==> src/rtl/core_pkg.sv <==
// ============================================================================
// Module      : core_pkg
// Description : Shared types and constants for the vector-capable pipeline.
// Revision    : 1.0 - initial release
// ============================================================================
`timescale 1ns/1ps
`default_nettype none

package core_pkg;

    localparam int XLEN_C  = 32;
    localparam int WIDTH_C = 128;

    typedef enum logic [0:0] {
        IDLE = 1'b0,
        BUSY = 1'b1
    } mem_state_t;

    // Write-back result select encodings
    localparam logic [1:0] RES_ALU = 2'b00;
    localparam logic [1:0] RES_MEM = 2'b01;
    localparam logic [1:0] RES_PC4 = 2'b10;
    localparam logic [1:0] RES_IMM = 2'b11;

endpackage

`default_nettype wire

==> src/rtl/mem_beat_sequencer.sv <==
// ============================================================================
// Module      : mem_beat_sequencer
// Description : Splits a WIDTH-bit access into XLEN-bit beats on the dmem port
//               and assembles load data.
// Revision    : 1.0 - initial release
// ============================================================================
`timescale 1ns/1ps
`default_nettype none

module mem_beat_sequencer
    import core_pkg::*;
#(
    parameter int WIDTH = WIDTH_C,
    parameter int XLEN  = XLEN_C
) (
    input  logic             clk,
    input  logic             reset,
    input  logic             flush_i,
    input  logic             access_i,
    input  logic             write_i,
    input  logic             vector_i,
    input  logic [29:0]      addr_word_i,
    input  logic [WIDTH-1:0] wdata_i,
    output logic             dmem_req_o,
    output logic             dmem_we_o,
    output logic [31:0]      dmem_addr_o,
    output logic [XLEN-1:0]  dmem_wdata_o,
    input  logic             dmem_ready_i,
    input  logic [XLEN-1:0]  dmem_rdata_i,
    output logic             done_o,
    output logic [WIDTH-1:0] read_data_o
);

    localparam int              BEATS    = WIDTH / XLEN;
    localparam int              BW       = (BEATS > 1) ? $clog2(BEATS) : 1;
    localparam logic [BW-1:0]   LAST_VEC = BW'(BEATS - 1);

    mem_state_t        state_q, state_d;
    logic [BW-1:0]     beat_q, beat_d;
    logic [WIDTH-1:0]  buf_q, buf_d;
    logic [BW-1:0]     last_idx;

    assign last_idx     = vector_i ? LAST_VEC : '0;
    assign done_o       = access_i && dmem_ready_i && (beat_q == last_idx);
    assign dmem_req_o   = access_i;
    assign dmem_we_o    = access_i && write_i;
    assign dmem_addr_o  = {addr_word_i + 30'(beat_q), 2'b00};

    always_comb begin
        dmem_wdata_o = '0;
        for (int i = 0; i < BEATS; i++) begin
            if (beat_q == BW'(i)) begin
                dmem_wdata_o = wdata_i[XLEN*i +: XLEN];
            end
        end
    end

    // The final beat's data is merged combinationally so WB can capture the
    // complete value on the same edge that accepts that beat.
    always_comb begin
        read_data_o = buf_q;
        for (int i = 0; i < BEATS; i++) begin
            if (beat_q == BW'(i)) begin
                read_data_o[XLEN*i +: XLEN] = dmem_rdata_i;
            end
        end
        if (!vector_i) begin
            read_data_o = {{(WIDTH-XLEN){1'b0}}, dmem_rdata_i};
        end
    end

    always_comb begin
        state_d = state_q;
        beat_d  = beat_q;
        buf_d   = buf_q;
        if (!access_i) begin
            state_d = IDLE;
            beat_d  = '0;
        end else begin
            unique case (state_q)
                IDLE:    state_d = done_o ? IDLE : BUSY;
                BUSY:    state_d = done_o ? IDLE : BUSY;
                default: state_d = IDLE;
            endcase
            if (dmem_ready_i) begin
                beat_d = done_o ? '0 : beat_q + 1'b1;
                if (!write_i) begin
                    buf_d = read_data_o;
                end
            end
        end
    end

    always_ff @(posedge clk) begin
        if (reset) begin
            state_q <= IDLE;
            beat_q  <= '0;
            buf_q   <= '0;
        end else if (flush_i) begin
            state_q <= IDLE;
            beat_q  <= '0;
        end else begin
            state_q <= state_d;
            beat_q  <= beat_d;
            buf_q   <= buf_d;
        end
    end

endmodule

`default_nettype wire

==> src/rtl/stage_memory.sv <==
// ============================================================================
// Module      : stage_memory
// Description : MEM stage - scalar/vector loads and stores over a 32-bit
//               dmem port, stall generation and MEM/WB register.
//               Optional macro MEM_MISALIGN_CHECK_EN adds mem_misaligned.
// Revision    : 1.0 - initial release
// ============================================================================
`timescale 1ns/1ps
`default_nettype none

module stage_memory
    import core_pkg::*;
#(
    parameter int WIDTH = WIDTH_C,
    parameter int XLEN  = XLEN_C
) (
    input  logic             clk,
    input  logic             reset,
    input  logic             wb_clear,
    input  logic [31:0]      mem_instr,
    input  logic             mem_reg_write,
    input  logic             mem_mem_write,
    input  logic             mem_mem_read,
    input  logic [1:0]       mem_result_src,
    input  logic             mem_vector_op,
    input  logic [WIDTH-1:0] mem_alu_result,
    input  logic [WIDTH-1:0] mem_write_data,
    input  logic [31:0]      mem_pc_plus_4,
    input  logic [WIDTH-1:0] mem_imm_ext,
    input  logic [4:0]       mem_rd,
`ifdef MEM_MISALIGN_CHECK_EN
    output logic             mem_misaligned,
`endif
    output logic             mem_stall_req,
    output logic             dmem_req,
    output logic             dmem_we,
    output logic [31:0]      dmem_addr,
    output logic [XLEN-1:0]  dmem_wdata,
    input  logic             dmem_ready,
    input  logic [XLEN-1:0]  dmem_rdata,
    output logic [31:0]      wb_instr,
    output logic             wb_reg_write,
    output logic [1:0]       wb_result_src,
    output logic             wb_vector_op,
    output logic [WIDTH-1:0] wb_alu_result,
    output logic [WIDTH-1:0] wb_read_data,
    output logic [31:0]      wb_pc_plus_4,
    output logic [WIDTH-1:0] wb_imm_ext,
    output logic [4:0]       wb_rd
);

    logic             access_raw;
    logic             access;
    logic             misaligned;
    logic             done;
    logic [WIDTH-1:0] read_data;

    assign access_raw = mem_mem_read | mem_mem_write;

`ifdef MEM_MISALIGN_CHECK_EN
    assign misaligned     = access_raw && (mem_alu_result[1:0] != 2'b00);
    assign mem_misaligned = misaligned;
`else
    assign misaligned     = 1'b0;
`endif

    // A misaligned access is dropped entirely: no bus traffic and no stall.
    assign access        = access_raw && !misaligned;
    assign mem_stall_req = access && !done;

    mem_beat_sequencer #(
        .WIDTH (WIDTH),
        .XLEN  (XLEN)
    ) u_seq (
        .clk          (clk),
        .reset        (reset),
        .flush_i      (wb_clear),
        .access_i     (access),
        .write_i      (mem_mem_write),
        .vector_i     (mem_vector_op),
        .addr_word_i  (mem_alu_result[31:2]),
        .wdata_i      (mem_write_data),
        .dmem_req_o   (dmem_req),
        .dmem_we_o    (dmem_we),
        .dmem_addr_o  (dmem_addr),
        .dmem_wdata_o (dmem_wdata),
        .dmem_ready_i (dmem_ready),
        .dmem_rdata_i (dmem_rdata),
        .done_o       (done),
        .read_data_o  (read_data)
    );

    always_ff @(posedge clk) begin
        if (reset) begin
            wb_instr      <= '0;
            wb_reg_write  <= 1'b0;
            wb_result_src <= '0;
            wb_vector_op  <= 1'b0;
            wb_alu_result <= '0;
            wb_read_data  <= '0;
            wb_pc_plus_4  <= '0;
            wb_imm_ext    <= '0;
            wb_rd         <= '0;
        end else if (wb_clear) begin
            wb_instr      <= '0;
            wb_reg_write  <= 1'b0;
            wb_rd         <= '0;
        end else if (!mem_stall_req) begin
            wb_instr      <= mem_instr;
            wb_reg_write  <= mem_reg_write && !misaligned;
            wb_result_src <= mem_result_src;
            wb_vector_op  <= mem_vector_op;
            wb_alu_result <= mem_alu_result;
            wb_read_data  <= read_data;
            wb_pc_plus_4  <= mem_pc_plus_4;
            wb_imm_ext    <= mem_imm_ext;
            wb_rd         <= mem_rd;
        end
    end

endmodule

`default_nettype wire

==> config.mk <==
export PLATFORM = sky130hd
export DESIGN_NAME = stage_memory
export DESIGN_NICKNAME = d
export VERILOG_FILES = /design/src/rtl/core_pkg.sv /design/src/rtl/mem_beat_sequencer.sv /design/src/rtl/stage_memory.sv
export SDC_FILE = /design/constraint.sdc
export NUM_CORES = 1
export LEC_CHECK = 0
export BUFFER_PORTS_ARGS = -buffer_cell sky130_fd_sc_hd__buf_2
export CAP_MARGIN = 15
export CORE_AREA = 3 3 395 397
export DETAILED_ROUTE_END_ITERATION = 12
export DIE_AREA = 0 0 398 400
export MAX_ROUTING_LAYER = met4
export PLACE_DENSITY = 0.42
export SYNTH_ARGS = -nofsm -noshare
export SYNTH_HDL_FRONTEND = slang
export SYNTH_SLANG_ARGS = --single-unit
==> constraint.sdc <==
create_clock -name clk -period 2.9 [get_ports clk]
set_input_delay 0.58 -clock clk [delete_from_list [all_inputs] [get_ports clk]]
set_output_delay 0.58 -clock clk [all_outputs]
set_load 0.03 [all_outputs]
* After elaboration in Yosys (flattened, before gate mapping) *
Index checks and enable logic that the tools add are counted.

storage, ports and cells
  bits in registers = 587
  input port bits = 495
  output and inout port bits = 524
  word-level logic and storage cells = 43

cells by class
  add/sub/neg operators = 2
  eq/ne operators = 4
  muxes and demuxes = 11
  bitwise gates (word level) = 5
  reduce and logical (&&, ||, !) cells = 10

operators by type and width
  cell                                                 number
  2-to-1 mux 32 bit                                    8
  2-to-1 mux 128 bit                                   1
  adder 30 x 2 -> 30 bit                               1
  equality test 2 bit, second input constant           2
  logical AND 1 bit                                    4
  2-to-1 mux 2 bit                                     2
  NOT 1 bit                                            4
  AND reduction 4 bit                                  1
  OR reduction 3 bit                                   1
  adder 2 x 1 -> 2 bit, second input constant          1
  equality test 2 x 1 -> 1 bit, second input constant  1
  equality test 2 bit                                  1
  zero test 2 bit                                      1
  AND reduction 2 bit                                  1
  OR reduction 2 bit                                   1
  zero test 1 bit                                      1
  bitwise OR 1 bit                                     1

* Longest topological paths before layout *
Gate-level depths: netlist of run 1.

  depth after elaboration = 7
  gate-level depth with buffers = 10
  depth with buffers taken out = 6

* Hierarchy *
Synthesis of run 1 repeated with hierarchy kept, for this count alone.

second synthesis, totals
  cell total of the unflattened synthesis = 3134
  area total of the unflattened synthesis = 26699.4 sq um

by module, submodules not included
  module              times used  cells each  area an instance (sq um)  sequential area each (sq um)
  stage_memory        1           2077        18482.7                   9148.8
  mem_beat_sequencer  1           1057        8216.6                    2602.5

* Least setup slack after synthesis of run 1 *
OpenSTA, ideal clock, no wires.

  path kind = input-to-output
  start point = input mem_alu_result[2]
  end point = output dmem_addr[22]
  arrival = 2328 ps
  required time = 2320 ps
  slack = -8 ps
  stages on the path = 7
  path buffers = 1
  cell sequence = ha_1 fa_1 and4_1 clkbuf_1 nor4b_4 nand4_1 xnor2_1

on the way
  cells in the longest elaborated chain, start to end = 1

RTL lines
  element                 RTL line                  RTL
  start: declaration      stage_memory.sv:26        input logic [WIDTH-1:0] mem_alu_result,
  adder 30 x 2 -> 30 bit  mem_beat_sequencer.sv:47  assign dmem_addr_o = {addr_word_i + 30'(beat_q), 2'b00};
  end: declaration        stage_memory.sv:37        output logic [31:0] dmem_addr,

No other way between the ends.

* Worst setup path in the final report of run 1 *
  start point = register u_seq.beat_q[0]
  end point = output dmem_addr[30]

on the way
  cells in the longest elaborated chain, start to end = 1

RTL lines
  element                   RTL line                   RTL
  start: declaration        mem_beat_sequencer.sv:39   logic [BW-1:0] beat_q, beat_d;
  start signal: assignment  mem_beat_sequencer.sv:104  beat_q <= beat_d;
  adder 30 x 2 -> 30 bit    mem_beat_sequencer.sv:47

No other way between the ends.

==> flow_metrics.py, run 1 <==
metrics = {
    "yosys": {
        "syn_area_per_cell_um2": 9.190,
        "synth_top_area_cell": "dfxtp_1",
        "synth_async_sr_flop_share": 0,
        "synthTopCellsByArea": "dfxtp_1 42%, nand2b_1 15%, mux2i_1 15%",
        "synth_area_um2": 27910,
        "synth_cell_types": 40,
        "synth_ff_type": "dfxtp_1",
        "yosysMostFrequentCell": "nand2b_1",
        "synth_commonest_cells": "680 x nand2b_1, 587 x dfxtp_1, 420 x mux2i_1, 232 x nand2_1, 231 x a21oi_1",
        "synth_top_area_frac": 0.4210,
        "synth_edf_count": 0,
        "syn_inst": 3037,
        "yosys_warnings": 0,
        "ys_ff_latch": 587,
        "synth_seq_area_share": 0.4210,
    },
    "routing": {
        "viasPerCell": 4.061,
        "wl_per_cell_um": 20.75,
        "final_antenna_net_count": 0,
        "route.detailed.drc": 0,
        "vias": 24730,
        "wl_um": 126300,
        "first_pass_iters": 5,
        "first_iter_violations": 1380,
    },
    "cells_and_area": {
        "nets": 4479,
        "area_growth_pct": 39.84,
        "layout.cells.non_filler": 6090,
        "final_area_um2": 39030,
        "nFillCells": 16520,
        "drive_above_1_share": 0.3536,
    },
    "timing": {
        "finalWorstSetupSlack_ps": -176.4,
        "period_share": 1.061,
        "clock_skew_ps": 38.01,
        "max_freq_ghz": 0.3251,
        "rsz0062_at_grt": "true",
        "maxSlewViolCount": 0,
        "max_slew_margin": 0.3219,
        "hold_viol": 0,
        "finalSetupViolations": 30,
        "worst_pin_slew_ps": 1017,
        "fin_crit_ps": 3076,
    },
    "cts": {
        "h-tree-depth": 3,
        "cts_buffers": 78,
        "cts_root_buf": "clkbuf_16",
        "clock_latency_ps": 680,
        "path_clk_slew_ps": 60,
        "clock_sinks": 587,
        "cts_tree": "done",
        "cts.path.max_buffers": 3,
    },
    "power": {
        "p_leak_uw": 0.01681,
        "power.density_nw_per_um2": 546.4,
        "ir_drop_uv": 359.8,
    },
    "worst_setup_path": {
        "cpPeakStageDelay_ps": 400,
        "reg2reg_to": "u_seq.buf_q[27]",
        "reg2reg_depth": 12,
        "crit_arrival_ps": 2500,
        "worst-path-buf-inv": 2,
        "cp_slowest_cell": "dfxtp_4",
        "path_max_fanout": 6,
        "cp.required_ps": 2320,
        "critPathTopFamily": "simple AND/OR/NAND/NOR gates",
        "startpoint_type": "register",
        "critPathKind": "reg -> out",
        "crit_start": "u_seq.beat_q[0]",
        "endpoint_kind": "output port",
        "r2r-start": "u_seq.beat_q[0]",
        "cpMostUsedCell": "buf_6",
        "crit_chain": "ha_4 > fa_2 > and4_4 > nor4b_4 > buf_6 > nand4_1 > xnor2_2 > buf_6",
        "rrSetupSlack_ps": 500,
    },
    "floorplanning": {
        "row_count": 143,
        "core_um2": 152300,
        "floorplan.die.width_um": 398,
        "io_pins": 1019,
        "die_h_um": 400,
        "initial_core_util": 0.1833,
        "dieArea_um2": 159200,
    },
    "min_path": {
        "hp-start": "mem_alu_result[84]",
        "worstHoldPathType": "in -> reg",
        "whs_endpoint": "wb_alu_result[84]",
        "min_delay_path_depth": 3,
    },
    "global_routing": {
        "overflow": 0,
        "grt_max_degree": 195,
        "grt_pass1_vias": 24010,
        "grt_usage": 0.1522,
        "grt_pass1_wl_um": 173500,
        "antenna_found_initial": 52,
    },
    "flow_run": {
        "maxCapViolCount": 0,
    },
    "placed_design": {
        "dp_hpwl_um": 94630,
        "placed_area_um2": 35580,
        "place_inst": 5902,
        "dp_slack_ps": -16.73,
        "place.gp.congestion": 0.9272,
        "port_buffers": 1016,
    },
    "status": {
        "failed_checks": "negative setup slack",
        "status": "complete, but fails checks",
    },
}
layout make-up:
class	count	area [µm²]	share of cell area
Clock inverter	24	294.0	0.007534
Antenna cell	30	75.07	0.001923
Inverter	3	18.77	0.0004809
Sequential cell	587	11760	0.3012
Tap cell	2030	2540	0.06508
Multi-Input combinational cell	2176	15270	0.3912
Clock buffer	109	2240	0.05738
Timing Repair Buffer	1131	6838	0.1752
where the power goes:
part,switching (µW),internal (µW),total (µW),leakage [µW]
registers,139,8340,8480,0.00477
clock network,4080,5600,9680,0.00124
logic,1960,1210,3170,0.0108
total,6180,15100,21300,0.0168
timing repair:
action                     CTS  global route
pin swaps                   14            29
setup endpoints to repair   60            58
buffers inserted            10            10
gates resized for setup    115            79
hold buffers                 0             0
cloned                       0             5
cells in the final DEF, fill, tap and decap left out, drive strengths merged, types with 3 or more instances in the layout:
master | synthesis | final
nand4 | 10 | 10
clkbuf | 188 | 113
mux2 | 128 | 128
mux2i | 420 | 420
nand3 | 145 | 145
o21ai | 71 | 71
inv | 3 | 6
and3 | 7 | 7
nand2b | 680 | 680
nor3 | 3 | 3
a21oi | 231 | 231
clkinv | 0 | 17
diode | 0 | 30
nand3b | 128 | 128
and4 | 4 | 4
nor2b | 32 | 32
buf | 84 | 1127
xor2 | 4 | 4
dfxtp | 587 | 587
xnor2 | 24 | 24
nor2 | 37 | 37
nand2 | 232 | 232
ha | 6 | 6
worst max path at each step:
stage	endpoint	slack (ps)	depth (start not counted)
CTS	dmem_addr[30]	-320	8
global placement	dmem_addr[22]	20	9
finish	dmem_addr[30]	-180	8
floorplan	dmem_addr[24]	10	7
global route	dmem_addr[30]	-340	8
detailed placement	dmem_addr[30]	-20	9
state kept, by name (all words and copies together), names as in the netlist, 2 cells and up:
name           count
u_seq.buf_q      128
wb_alu_result    128
wb_imm_ext       128
wb_read_data     128
wb_instr          32
wb_pc_plus_4      32
wb_rd              5
u_seq.beat_q       2
wb_result_src      2
cells by family after synthesis:
| kind of cell | synth area share |
|---|---|
| AOI/OAI and AO/OA | 0.05550 |
| xor gates and xnor gates | 0.008786 |
| other | 0.0001344 |
| adders and majority gates | 0.003407 |
| and+or+nand+nor | 0.2643 |
| buffers and inverters | 0.04460 |
| muxes | 0.2023 |
| DFF | 0.4210 |
routing by layer:
layer	wire length, µm	up-vias	global-route usage
met5	0	-	-
met4	2412	0	0.03419
met3	10410	137	0.05149
met2	60510	770	0.2477
met1	53000	11740	0.1814
li1	-	12090	-
metrics by stage:
step	utilization	TNS [ps]	total power [µW]	hold slack, ps
final	0.2563	-1493	21330	156.0
after global routing	0.2563	-9819	22280	95.23
after CTS	0.2529	-8756	21760	60.48
after detailed placement	0.2337	-20.56	11780	443.9
after global placement	0.2337	0	11760	438.4
after floorplan	-	0	10450	433.8
tightest hold or removal path, delay by kind of cell:
family	cells	cell delay (ps)
buf+inv	1	100
mux	1	60
simple gates	1	50
Power figures use the tool's default switching activity.
==> run 2, diff against run 1 <==
--- a/config.mk
+++ b/config.mk
@@ -7,11 +7,11 @@
 export LEC_CHECK = 0
 export BUFFER_PORTS_ARGS = -buffer_cell sky130_fd_sc_hd__buf_2
 export CAP_MARGIN = 15
-export CORE_AREA = 3 3 395 397
+export CORE_AREA = 3 3 393 395
 export DETAILED_ROUTE_END_ITERATION = 12
-export DIE_AREA = 0 0 398 400
+export DIE_AREA = 0 0 396 398
 export MAX_ROUTING_LAYER = met4
-export PLACE_DENSITY = 0.42
+export PLACE_DENSITY = 0.43
 export SYNTH_ARGS = -nofsm -noshare
 export SYNTH_HDL_FRONTEND = slang
 export SYNTH_SLANG_ARGS = --single-unit
==> constraint.sdc (replaced) <==
create_clock -name clk -period 2.71 [get_ports clk]
set_input_delay 0.542 -clock clk [delete_from_list [all_inputs] [get_ports clk]]
set_output_delay 0.542 -clock clk [all_outputs]
set_load 0.03 [all_outputs]
==> flow_metrics.py, run 2 (synthesis results as in run 1) <==
metrics = {
    "timing": {
        "hold_viol": 0,
        "tns_ps": -15650,
        "maxSlewViolCount": 0,
        "max_freq_ghz": 0.3219,
        "max_slew_margin": 0.1862,
        "period_share": 1.146,
        "finalWorstSetupSlack_ps": -396.8,
        "worst_pin_slew_ps": 1221,
        "clock_skew_ps": 29.09,
        "fin_crit_ps": 3107,
        "finalSetupViolations": 58,
        "rsz0062_at_grt": "true",
    },
    "placed_design": {
        "place.gp.congestion": 0.9088,
        "dp_slack_ps": -252.2,
        "dp_hpwl_um": 95300,
        "placed_area_um2": 36030,
        "place_inst": 5951,
        "port_buffers": 1016,
    },
    "cts": {
        "cts.hold.buffers_added": 0,
        "cts_root_buf": "clkbuf_16",
        "cts.path.max_buffers": 3,
        "h-tree-depth": 3,
        "clock_sinks": 587,
        "clock_latency_ps": 660,
        "cts_buffers": 78,
        "path_clk_slew_ps": 60,
        "cts_tree": "done",
    },
    "global_routing": {
        "overflow": 0,
        "grt_pass1_vias": 24670,
        "grt_pass1_wl_um": 179100,
        "antenna_found_initial": 31,
        "grt_usage": 0.1569,
        "grt_max_degree": 194,
    },
    "cells_and_area": {
        "final_common_cell": "buf_2",
        "final_area_um2": 39900,
        "nFillCells": 16460,
        "layout.cells.non_filler": 6151,
        "drive_above_1_share": 0.3677,
        "area_growth_pct": 42.96,
        "final_cell_mix": "954 x buf_2, 679 x nand2b_1, 585 x dfxtp_1, 420 x mux2i_1, 220 x nand2_1",
        "nets": 4536,
    },
    "floorplanning": {
        "core_um2": 151500,
        "row_count": 143,
        "initial_core_util": 0.1842,
        "die_h_um": 398,
        "dieArea_um2": 157600,
        "io_pins": 1019,
        "floorplan.die.width_um": 396,
    },
    "worst_setup_path": {
        "cpMostUsedCell": "buf_6",
        "crit_chain": "buf_6 > fa_2 > and4_4 > nor4b_4 > buf_4 > nand4_1 > xnor2_2 > buf_6",
        "crit_arrival_ps": 2560,
        "critPathKind": "reg -> out",
        "startpoint_type": "register",
        "r2r-start": "u_seq.beat_q[1]",
        "endpoint_kind": "output port",
        "cp.required_ps": 2170,
        "rrSetupSlack_ps": 280,
        "cp_slowest_cell": "dfxtp_4",
        "cpPeakStageDelay_ps": 420,
        "path_max_fanout": 3,
        "reg2reg_to": "u_seq.buf_q[25]",
        "reg2reg_depth": 12,
    },
    "min_path": {
        "worstHoldPathType": "in -> reg",
        "whs_endpoint": "wb_pc_plus_4[13]",
        "hp-start": "mem_pc_plus_4[13]",
        "min_delay_path_depth": 3,
    },
    "power": {
        "p_leak_uw": 0.01729,
        "ir_drop_uv": 379.3,
        "power_uw": 23420,
        "power.density_nw_per_um2": 586.9,
    },
    "routing": {
        "wl_um": 127500,
        "first_iter_violations": 1437,
        "viasPerCell": 4.108,
        "final_antenna_net_count": 0,
        "route.detailed.drc": 0,
        "first_pass_iters": 5,
        "vias": 25270,
        "wl_per_cell_um": 20.72,
    },
    "status": {
        "failed_checks": "negative setup slack",
        "status": "complete, but fails checks",
    },
    "flow_run": {
        "maxCapViolCount": 0,
    },
}
==> run 2: worst max-delay path: cells and delay by family (launching register included) <==
kind | cells | cell delay (ps)
XOR/XNOR | 1 | 200
AND/OR/NAND/NOR | 3 | 610
buffers and inverters | 3 | 470
flip-flops | 1 | 420
adder cells (fa/ha/maj) | 1 | 190
==> run 2: cell type report <==
class	count	area, µm²	share of cell area
diodes	23	57.56	0.001442
inverters	3	20.02	0.0005017
clock inverters	27	366.6	0.009188
flip-flops and latches	587	11760	0.2947
multi-input cells	2176	15420	0.3865
clock buffers	117	2321	0.05817
well taps	2030	2540	0.06366
repair buffers	1188	7413	0.1858
==> run 2: worst max-delay path by stage <==
stage	from	to	slack, ps
after floorplan	mem_alu_result[2]	dmem_addr[22]	30
after global placement	mem_alu_result[2]	dmem_addr[22]	-230
after detailed placement	mem_alu_result[2]	dmem_addr[22]	-250
after CTS	u_seq.beat_q[1]	dmem_addr[22]	-430
after global routing	u_seq.beat_q[1]	dmem_addr[30]	-480
final	u_seq.beat_q[1]	dmem_addr[30]	-400
==> run 2: through the flow <==
step	hold slack, ps	util
2_1_floorplan	433.8	-
5_1_grt	73.79	0.2632
3_3_place_gp	438.6	0.2377
6_report	126.5	0.2633
3_5_place_dp	444.4	0.2377
4_1_cts	45.63	0.2599
==> run 2: repair_timing <==
item                                    CTS  global route
resized for setup                       126            72
endpoints found under the setup margin   60            58
setup buffers                            15            11
gates cloned                              6             5
pin swaps                                35            43
==> run 2: power breakdown <==
part / internal, µW / leakage [µW] / total, µW / switching, µW
Clock: 6530 / 0.00131 / 10800 / 4320
Combinational: 1340 / 0.0112 / 3490 / 2140
Sequential: 8920 / 0.00477 / 9090 / 165
==> run 2: metal layers <==
layer | GRT usage | up-vias | part of all wire
met5 | - | - | 0
met4 | 0.04240 | 0 | 0.023
met3 | 0.04338 | 146 | 0.072
met2 | 0.2545 | 810 | 0.48
met1 | 0.1911 | 12080 | 0.43
li1 | - | 12230 | -
